[config.mk]
export PLATFORM = sky130hd
export DESIGN_NAME = apb_input_monitor
export DESIGN_NICKNAME = d
export VERILOG_FILES = /design/src/rtl/apb_input_monitor.sv
export SDC_FILE = /design/constraint.sdc
export NUM_CORES = 1
export LEC_CHECK = 0
export ABC_AREA = 1
export BUFFER_PORTS_ARGS = -buffer_cell sky130_fd_sc_hd__buf_4
export CAP_MARGIN = 40
export CELL_PAD_IN_SITES_DETAIL_PLACEMENT = 1
export CELL_PAD_IN_SITES_GLOBAL_PLACEMENT = 2
export CORE_ASPECT_RATIO = 0.8
export CORE_MARGIN = 1
export CORE_UTILIZATION = 30
export CTS_CLUSTER_DIAMETER = 30
export DETAILED_ROUTE_END_ITERATION = 8
export PLACE_DENSITY_LB_ADDON = 0.1
export SYNTH_ARGS = -nofsm -noshare
export SYNTH_HDL_FRONTEND = slang
export SYNTH_SLANG_ARGS = --single-unit
[constraint.sdc]
create_clock -name clk -period 1.3 [get_ports clk]
set_input_delay 0.065 -clock clk [delete_from_list [all_inputs] [get_ports clk]]
set_output_delay 0.065 -clock clk [all_outputs]
set_load 0.02 [all_outputs]
[src/rtl/apb_input_monitor.sv]
// apb_input_monitor: APB-mapped monitor for asynchronous 8-bit input channels.
// Each input bit is synchronised. Rising and falling edges of the synchronised
// value set sticky W1C flags. Per-bit enables turn those flags into a per-channel
// pending bit and a registered level interrupt. A saturating per-channel counter
// counts cycles with an enabled edge. A global trigger snapshots every channel.
//
// Ports:
//   clk, rst_n        clock, synchronous active-low reset
//   psel, penable     APB select / access phase
//   paddr[7:0]        [7:4] channel (0xF = global), [3:0] register offset
//   pwrite, pwdata    APB write strobe / data
//   prdata, pready    APB read data (combinational) / ready (no wait states)
//   in_bus            asynchronous inputs, channel c = in_bus[8c+7:8c]
//   irq               registered OR of all channel pending bits
module apb_input_monitor #(
   parameter int unsigned CHANNELS    = 2,
   parameter int unsigned SYNC_STAGES = 2
) (
   input  logic                  clk,
   input  logic                  rst_n,
   input  logic                  psel,
   input  logic [7:0]            paddr,
   input  logic                  penable,
   input  logic                  pwrite,
   input  logic [7:0]            pwdata,
   output logic [7:0]            prdata,
   output logic                  pready,
   input  logic [8*CHANNELS-1:0] in_bus,
   output logic                  irq
);

   localparam logic [3:0] GlobalCh = 4'hF;

   logic [SYNC_STAGES-1:0][8*CHANNELS-1:0] sync_q;
   logic [CHANNELS-1:0][7:0] value, prev_q, rise_evt, fall_evt;
   logic [CHANNELS-1:0][7:0] rise_q, rise_d, fall_q, fall_d;
   logic [CHANNELS-1:0][7:0] rise_en_q, rise_en_d, fall_en_q, fall_en_d;
   logic [CHANNELS-1:0][7:0] snap_q, snap_d, count_q, count_d;
   logic [CHANNELS-1:0]      pending, cnt_evt;
   logic                     irq_q;

   logic       access, wr, rd, snap_trig;
   logic [3:0] chan, off;
   logic [7:0] rdata;

   assign access = psel & penable;
   assign wr     = access & pwrite;
   assign rd     = access & ~pwrite;
   assign chan   = paddr[7:4];
   assign off    = paddr[3:0];

   // Last synchroniser stage is the architectural VALUE; prev_q holds last cycle's.
   assign value    = sync_q[SYNC_STAGES-1];
   assign rise_evt = value & ~prev_q;
   assign fall_evt = ~value & prev_q;

   assign snap_trig = wr && (chan == GlobalCh) && (off == 4'd1) && pwdata[0];

   always_comb begin
      rise_d    = rise_q;
      fall_d    = fall_q;
      rise_en_d = rise_en_q;
      fall_en_d = fall_en_q;
      snap_d    = snap_q;
      count_d   = count_q;
      pending   = '0;
      cnt_evt   = '0;
      for (int c = 0; c < CHANNELS; c++) begin
         // W1C: a new edge in the same cycle wins over the clear.
         rise_d[c] = (rise_q[c] & ~((wr && chan == 4'(c) && off == 4'd1) ? pwdata : 8'h00))
                     | rise_evt[c];
         fall_d[c] = (fall_q[c] & ~((wr && chan == 4'(c) && off == 4'd2) ? pwdata : 8'h00))
                     | fall_evt[c];
         if (wr && chan == 4'(c) && off == 4'd3) rise_en_d[c] = pwdata;
         if (wr && chan == 4'(c) && off == 4'd4) fall_en_d[c] = pwdata;

         cnt_evt[c] = |((rise_evt[c] & rise_en_q[c]) | (fall_evt[c] & fall_en_q[c]));
         // Clear and increment together leave the count at 1.
         if (wr && chan == 4'(c) && off == 4'd6) begin
            count_d[c] = {7'd0, cnt_evt[c]};
         end else if (cnt_evt[c] && count_q[c] != 8'hFF) begin
            count_d[c] = count_q[c] + 8'd1;
         end

         pending[c] = |((rise_q[c] & rise_en_q[c]) | (fall_q[c] & fall_en_q[c]));
      end
      if (snap_trig) snap_d = value;
   end

   always_ff @(posedge clk) begin
      if (!rst_n) begin
         sync_q    <= '0;
         prev_q    <= '0;
         rise_q    <= '0;
         fall_q    <= '0;
         rise_en_q <= '0;
         fall_en_q <= '0;
         snap_q    <= '0;
         count_q   <= '0;
         irq_q     <= 1'b0;
      end else begin
         sync_q    <= {sync_q[SYNC_STAGES-2:0], in_bus};
         prev_q    <= value;
         rise_q    <= rise_d;
         fall_q    <= fall_d;
         rise_en_q <= rise_en_d;
         fall_en_q <= fall_en_d;
         snap_q    <= snap_d;
         count_q   <= count_d;
         irq_q     <= |pending;
      end
   end

   always_comb begin
      rdata = 8'h00;
      if (chan == GlobalCh) begin
         case (off)
            4'd0:    rdata = 8'(CHANNELS);
            4'd2:    rdata[CHANNELS-1:0] = pending;
            default: rdata = 8'h00;
         endcase
      end else begin
         for (int c = 0; c < CHANNELS; c++) begin
            if (chan == 4'(c)) begin
               case (off)
                  4'd0:    rdata = value[c];
                  4'd1:    rdata = rise_q[c];
                  4'd2:    rdata = fall_q[c];
                  4'd3:    rdata = rise_en_q[c];
                  4'd4:    rdata = fall_en_q[c];
                  4'd5:    rdata = snap_q[c];
                  4'd6:    rdata = count_q[c];
                  default: rdata = 8'h00;
               endcase
            end
         end
      end
   end

   assign pready = access;
   assign prdata = (rd && rst_n) ? rdata : 8'h00;
   assign irq    = irq_q;

endmodule

After elaboration in Yosys (flattened, before gate mapping)
Index checks and enable logic that the tools add are counted.
{"block": "op_classes", "add_sub_neg": 2, "n_eq_ne": 10, "n_mux": 15, "n_bitwise": 33, "reduce_logical": 29}
{"op": "8-bit one-hot mux with 7 select lines", "n": 2}
{"op": "8-bit bitwise AND", "n": 12}
{"op": "8-bit 2-to-1 mux", "n": 8}
{"op": "8-bit bitwise OR", "n": 8}
{"op": "16-bit bitwise AND", "n": 2}
{"op": "16-bit inverter", "n": 2}
{"op": "8-bit inverter", "n": 4}
{"op": "8-bit OR reduction", "n": 4}
{"op": "1-bit logical AND", "n": 18}
{"op": "8-bit by 1-bit adder with 8-bit output, second input constant", "n": 2}
{"op": "8-bit != test, second input constant", "n": 2}
{"op": "16-bit OR reduction", "n": 1}
{"op": "4-bit by 3-bit equality test with 1-bit output, second input constant", "n": 3}
{"op": "4-bit by 1-bit equality test with 1-bit output, second input constant", "n": 2}
{"op": "4-bit by 2-bit equality test with 1-bit output, second input constant", "n": 2}
{"op": "4-bit zero test", "n": 2}
{"op": "4-bit equality test, second input constant", "n": 1}
{"op": "1-bit 2-to-1 mux", "n": 4}
{"op": "2-bit one-hot mux with 2 select lines", "n": 1}
{"op": "2-bit nonzero test", "n": 2}
{"op": "2-bit OR reduction", "n": 2}
{"op": "1-bit bitwise AND", "n": 3}
{"op": "1-bit inverter", "n": 2}
{"block": "totals", "regBits": 145, "in_bits": 37, "output_inout_bits": 10, "wordCells": 108}

Longest topological paths before layout
{"block": "depth", "ltp_word": 8, "depth_mapped": 11, "depth_no_buf": 11}

Least setup slack after synthesis
OpenSTA, ideal clock, no wires.
{"block": "synth_path", "path_kind": "reg-to-reg", "startpoint": "reg count_q[0] in the netlist's numbering", "endpoint": "reg count_q[1] in the netlist's numbering", "setup_ns": 0.070, "t_arrival_ns": 1.360, "required_ns": 1.230, "setup_slack_ns": -0.130, "path_stages_with_launch": 8, "path_buffers": 0, "synth_period_minus_slack_ns": 1.430, "path_cell_list": "dfxtp_1 ha_1 nand4_1 nor2_1 nand2_1 o21ai_1 nand2_1 a21oi_1"}
{"block": "synth_between", "elab_chain_len": 2, "word_cells_on_any_way": 3, "cone_classes": "add/sub (1); eq/ne (1); reduce/logical (1)"}
{"item": "from (decl)", "line": "38", "rtl": "logic [CHANNELS-1:0][7:0] snap_q, snap_d, count_q, count_d;"}
{"item": "from (signal assigned)", "line": "109", "rtl": "count_q <= count_d;"}
{"item": "branches (longest 2 deep; another with 8-bit by 1-bit adder with 8-bit output)"}
Several ways; the timed one is not identified.
A chain may end at the register's enable or synchronous reset.

Final worst setup path
{"block": "layout_path", "startpoint": "reg fall_en_q[9] in the netlist's numbering", "endpoint": "out prdata[1]"}
{"block": "layout_between", "elab_chain_len": 6, "word_cells_on_any_way": 8, "cone_classes": "mux (5); bitwise (2); reduce/logical (1)"}
{"item": "from (decl)", "line": "37", "rtl": "logic [CHANNELS-1:0][7:0] rise_en_q, rise_en_d, fall_en_q, fall_en_d;"}
{"item": "from (signal assigned)", "line": "107", "rtl": "fall_en_q <= fall_en_d;"}
{"item": "8-bit bitwise AND", "line": "85", "rtl": "pending[c] = |((rise_q[c] & rise_en_q[c]) | (fall_q[c] & fall_en_q[c]));"}
{"item": "8-bit bitwise OR", "line": "85"}
{"item": "8-bit OR reduction", "line": "85"}
{"item": "2-bit one-hot mux with 2 select lines", "line": "117", "rtl": "case (off)"}
{"item": "8-bit 2-to-1 mux *", "line": "116", "rtl": "if (chan == GlobalCh) begin"}
{"item": "8-bit 2-to-1 mux *", "line": "141", "rtl": "assign prdata = (rd && rst_n) ? rdata : 8'h00;"}
{"item": "to (decl)", "line": "26", "rtl": "output logic [7:0] prdata,"}
Every way passes the cells marked *; elsewhere a longest branch is shown, timed or not.

==> run_summary.xml <==
<?xml version="1.0" encoding="UTF-8"?>
<metrics>
  <group name="route">
    <metric name="drt-wirelength-per-cell" unit="um">17.2</metric>
    <metric name="post-route-drc-count" unit="">0</metric>
    <metric name="drt_iter0_drc" unit="">385</metric>
    <metric name="tritonroute_pass_1_iters" unit="">5</metric>
    <metric name="drt-vias-per-instance" unit="">4.69</metric>
    <metric name="final_antenna_net_count" unit="">0</metric>
    <metric name="vias" unit="">7542</metric>
    <metric name="route.final.wire_length" unit="um">27600</metric>
  </group>
  <group name="power_and_ir_drop">
    <metric name="netSwitchingPower" unit="mW">2.80</metric>
    <metric name="power.share.switching" unit="">0.263</metric>
    <metric name="sequentialPowerShare" unit="">0.432</metric>
    <metric name="irDropWorstVdd" unit="mV">0.821</metric>
    <metric name="comb_power_share" unit="">0.085</metric>
    <metric name="power-per-cell-area" unit="nW/um2">993</metric>
    <metric name="clkPwrFrac" unit="">0.483</metric>
    <metric name="post-layout-total-power" unit="mW">10.7</metric>
    <metric name="internal-power" unit="mW">7.86</metric>
    <metric name="p_leak" unit="nW">4.83</metric>
  </group>
  <group name="worst_setup_path">
    <metric name="worst_setup_path_start_kind" unit="">flip-flop</metric>
    <metric name="worstReg2RegStart" unit="">count_q[11]</metric>
    <metric name="cell_with_the_most_instances_on_the_worst_path" unit="">nand2_1</metric>
    <metric name="critical_path_peak_fanout" unit="">3</metric>
    <metric name="rr_endpoint" unit="">count_q[12]</metric>
    <metric name="crit_arrival" unit="ns">1.70</metric>
    <metric name="worstSetupEndpointType" unit="">output pin</metric>
    <metric name="critical_path.slowest_cell" unit="">dfxtp_2</metric>
    <metric name="critical_path.max_stage_delay" unit="ns">0.34</metric>
    <metric name="timing.reg2reg.worst_path_depth" unit="">10</metric>
    <metric name="r2r_slack" unit="ns">-0.15</metric>
    <metric name="critical_path_class" unit="">reg -&gt; out</metric>
    <metric name="worstPathRequired" unit="ns">1.24</metric>
    <metric name="ordered_list_of_cells_on_the_worst_path" unit="">nand2_1 &gt; nand2_1 &gt; nor2_2 &gt; nand2_1 &gt; nor2_1 &gt; buf_4 &gt; nor2_1 &gt; o21ai_1 &gt; a21oi_1 &gt; buf_4</metric>
  </group>
  <group name="yosys">
    <metric name="synth.cell_area" unit="um2">6900</metric>
    <metric name="ys.warnings.count" unit="">0</metric>
    <metric name="synth.top_cell.area_share" unit="">0.421</metric>
    <metric name="synth_most_common_cell" unit="">nand2_1</metric>
    <metric name="dominantRegCellSynth" unit="">dfxtp_1</metric>
    <metric name="synth-async-reset-ratio" unit="">0</metric>
    <metric name="ys_top_cells_by_count" unit="">nand2_1 (261), inv_1 (162), dfxtp_1 (145)</metric>
    <metric name="number_of_cells_produced_by_synthesis" unit="">1032</metric>
    <metric name="seq_total_area_yosys" unit="">0.421</metric>
    <metric name="syn_nets" unit="">1071</metric>
    <metric name="post_synth.cell_area_avg" unit="um2">6.69</metric>
    <metric name="synth.top_cells.by_area" unit="">dfxtp_1 (42%), nand2_1 (14%), inv_1 (8.8%)</metric>
    <metric name="post_synthesis_cell_type_with_the_largest_combined_area" unit="">dfxtp_1</metric>
    <metric name="synth.ff_latch_count" unit="">145</metric>
    <metric name="number_of_flops_mapped_to_enable_cells_by_yosys" unit="">0</metric>
    <metric name="synthDistinctLibCells" unit="">26</metric>
  </group>
  <group name="global_routing">
    <metric name="grt_util_all_layers" unit="">0.242</metric>
    <metric name="grt_max_degree" unit="">61</metric>
    <metric name="grt_antenna_before_repair" unit="">1</metric>
    <metric name="first_pass_grt_wire_length" unit="um">42200</metric>
    <metric name="grt_pass1_vias" unit="">7547</metric>
    <metric name="globalRoute.totalOverflow" unit="">0</metric>
  </group>
  <group name="die">
    <metric name="die_height" unit="um">138</metric>
    <metric name="num_rows" unit="">49</metric>
    <metric name="die_w" unit="um">172</metric>
    <metric name="coreArea" unit="um2">22500</metric>
    <metric name="initial_util" unit="">0.307</metric>
    <metric name="boundaryPins" unit="">47</metric>
    <metric name="die-area" unit="um2">23600</metric>
  </group>
  <group name="min_path">
    <metric name="hold_path_depth" unit="">4</metric>
    <metric name="source_of_the_worst_hold_timing_path" unit="">rst_n</metric>
    <metric name="holdPathEnd" unit="">fall_q[0]</metric>
    <metric name="min_path_type" unit="">in -&gt; reg</metric>
  </group>
  <group name="sta">
    <metric name="timing_max_transition_violations_final" unit="">0</metric>
    <metric name="finalHoldViolations" unit="">0</metric>
    <metric name="post-route-worst-setup-slack" unit="ns">-0.464</metric>
    <metric name="period_minus_slack" unit="ns">1.76</metric>
    <metric name="finalSetupViolCount" unit="">23</metric>
    <metric name="min_period_over_period" unit="">1.36</metric>
    <metric name="slew_headroom" unit="">0.702</metric>
    <metric name="max_slew.worst_pin.slew" unit="ns">0.447</metric>
    <metric name="max_freq" unit="MHz">567</metric>
    <metric name="unrepaired_setup_endpoints_after_global_routing" unit="">true</metric>
    <metric name="fin_worst_skew" unit="ns">0.0112</metric>
  </group>
  <group name="cts">
    <metric name="max-clock-path-buffers" unit="">2</metric>
    <metric name="cts_root_buf" unit="">clkbuf_16</metric>
    <metric name="cts_tree" unit="">yes</metric>
    <metric name="cts-htree-levels" unit="">4</metric>
    <metric name="tritoncts_sinks" unit="">145</metric>
    <metric name="clock_latency_reported_for_the_late_side_of_the_worst_skew_pair" unit="ns">0.44</metric>
    <metric name="worst_path_clk_slew" unit="ns">0.07</metric>
    <metric name="cts_inserted_buffers" unit="">17</metric>
  </group>
  <group name="run">
    <metric name="max_cap_viol_count" unit="">0</metric>
  </group>
  <group name="layout">
    <metric name="drive_above_1_share" unit="">0.388</metric>
    <metric name="syn2layout_area_growth" unit="%">55.7</metric>
    <metric name="final_nets" unit="">1328</metric>
    <metric name="diodes" unit="">0</metric>
    <metric name="layout.filler_cells" unit="">2842</metric>
    <metric name="finalCoreUtilization" unit="">0.477</metric>
    <metric name="multi_input_combinational_cell_area" unit="um2">3860</metric>
    <metric name="ff_latch_area" unit="um2">2990</metric>
  </group>
  <group name="placement">
    <metric name="dp_hpwl" unit="um">19800</metric>
    <metric name="place.port_buffers" unit="">46</metric>
    <metric name="routability_congestion_estimate_from_global_placement" unit="">0.834</metric>
    <metric name="placement.setup.worst_slack" unit="ns">-0.364</metric>
  </group>
  <group name="status">
    <metric name="run_status" unit="">finished, violations left</metric>
    <metric name="failing_checks" unit="">negative setup slack</metric>
  </group>
</metrics>
## through the flow
stage / setup TNS, ns / instance area [um2] / instances / hold slack (ns)
4_1_cts: -3.73 / 10200 / 1596 / 0.115
6_report: -4.25 / 10700 / 1607 / 0.135
5_1_grt: -6.30 / 10700 / 1607 / 0.136
2_1_floorplan: 0 / 6920 / 1032 / 0.163
3_5_place_dp: -17.70 / 8890 / 1524 / 0.252
3_3_place_gp: -14.22 / 8890 / 1524 / 0.247
## critical path, delay by kind of cell, from the launching register on
family                 cells  cell delay (ns)
AND/OR/NAND/NOR            6             0.47
AO/OA/AOI/OAI              2             0.17
buffers and inverters      2             0.29
flip-flops                 1             0.34
## cell families after synthesis
kind of cell / share of synthesized area
AOI/OAI and AO/OA: 0.176
xor gates and xnor gates: 0.0152
adders and majority gates: 0.00363
buffers and inverters: 0.114
DFF: 0.421
and+or+nand+nor: 0.270
## worst max path at each step
| stage | to | slack (ns) | from | cells after the start |
|---|---|---|---|---|
| after floorplan | count_q[1] | 0.00008 | count_q[0] | 7 |
| after global placement | prdata[5] | -0.28 | paddr[2] | 12 |
| after detailed placement | rise_q[3] | -0.36 | paddr[7] | 9 |
| after CTS | prdata[1] | -0.49 | rise_en_q[8] | 10 |
| after global routing | prdata[1] | -0.56 | fall_en_q[14] | 10 |
| final | prdata[1] | -0.46 | fall_en_q[9] | 10 |
## cell type report
cell class	count	area share
inverter	168	0.0594
clock inverter	14	0.0161
tap	306	0.0357
multi-input combinational	692	0.360
timing repair buffer	265	0.211
clock buffer	17	0.0396
sequential	145	0.278
## power by group through the flow
stage	sequential, mW	combinational, mW	clock, mW
floorplan	4.70	0.317	0
global placement	4.71	0.759	0
detailed placement	4.71	0.768	0
CTS	4.61	0.866	5.28
global route	4.62	0.992	5.43
finish	4.61	0.908	5.14
## what timing repair did
action,in CTS,in global routing
pin swaps,55,78
gates cloned,1,0
setup endpoints to repair,24,33
hold endpoints to repair,24,0
hold buffers,24,0
gates resized for setup,131,157
buffers inserted,17,15
## layout by cell type, fill, tap and decap left out, types with 3 or more instances in the layout
cell type	netlist	routed
nand2_1	261	214
buf_4	4	209
inv_1	162	150
o21ai_0	121	96
dfxtp_1	145	91
a21oi_1	100	85
nor2_1	75	56
nand3_1	72	48
dfxtp_2	0	46
nand2_2	8	40
dlygate4sd3_1	0	24
buf_6	4	21
a21oi_2	5	20
nand3_2	0	19
o21ai_2	0	18
nand2_4	1	17
clkbuf_16	0	17
nor2_4	7	15
nor2_2	4	15
inv_2	5	14
xor2_1	12	11
buf_12	0	11
o21ai_1	4	10
dfxtp_4	0	8
nand4_1	6	6
nand3_4	0	5
o22ai_2	0	4
inv_6	0	4
inv_8	0	4
nor3_2	0	3
## routing by layer
metal,wire (um),GRT usage,up-vias
met3,927,0.0365,22
met2,12100,0.366,127
met1,14200,0.351,3607
met4,351,0.0714,0
li1,-,-,3786
met5,0,0,-
Power figures use the tool's default switching activity.
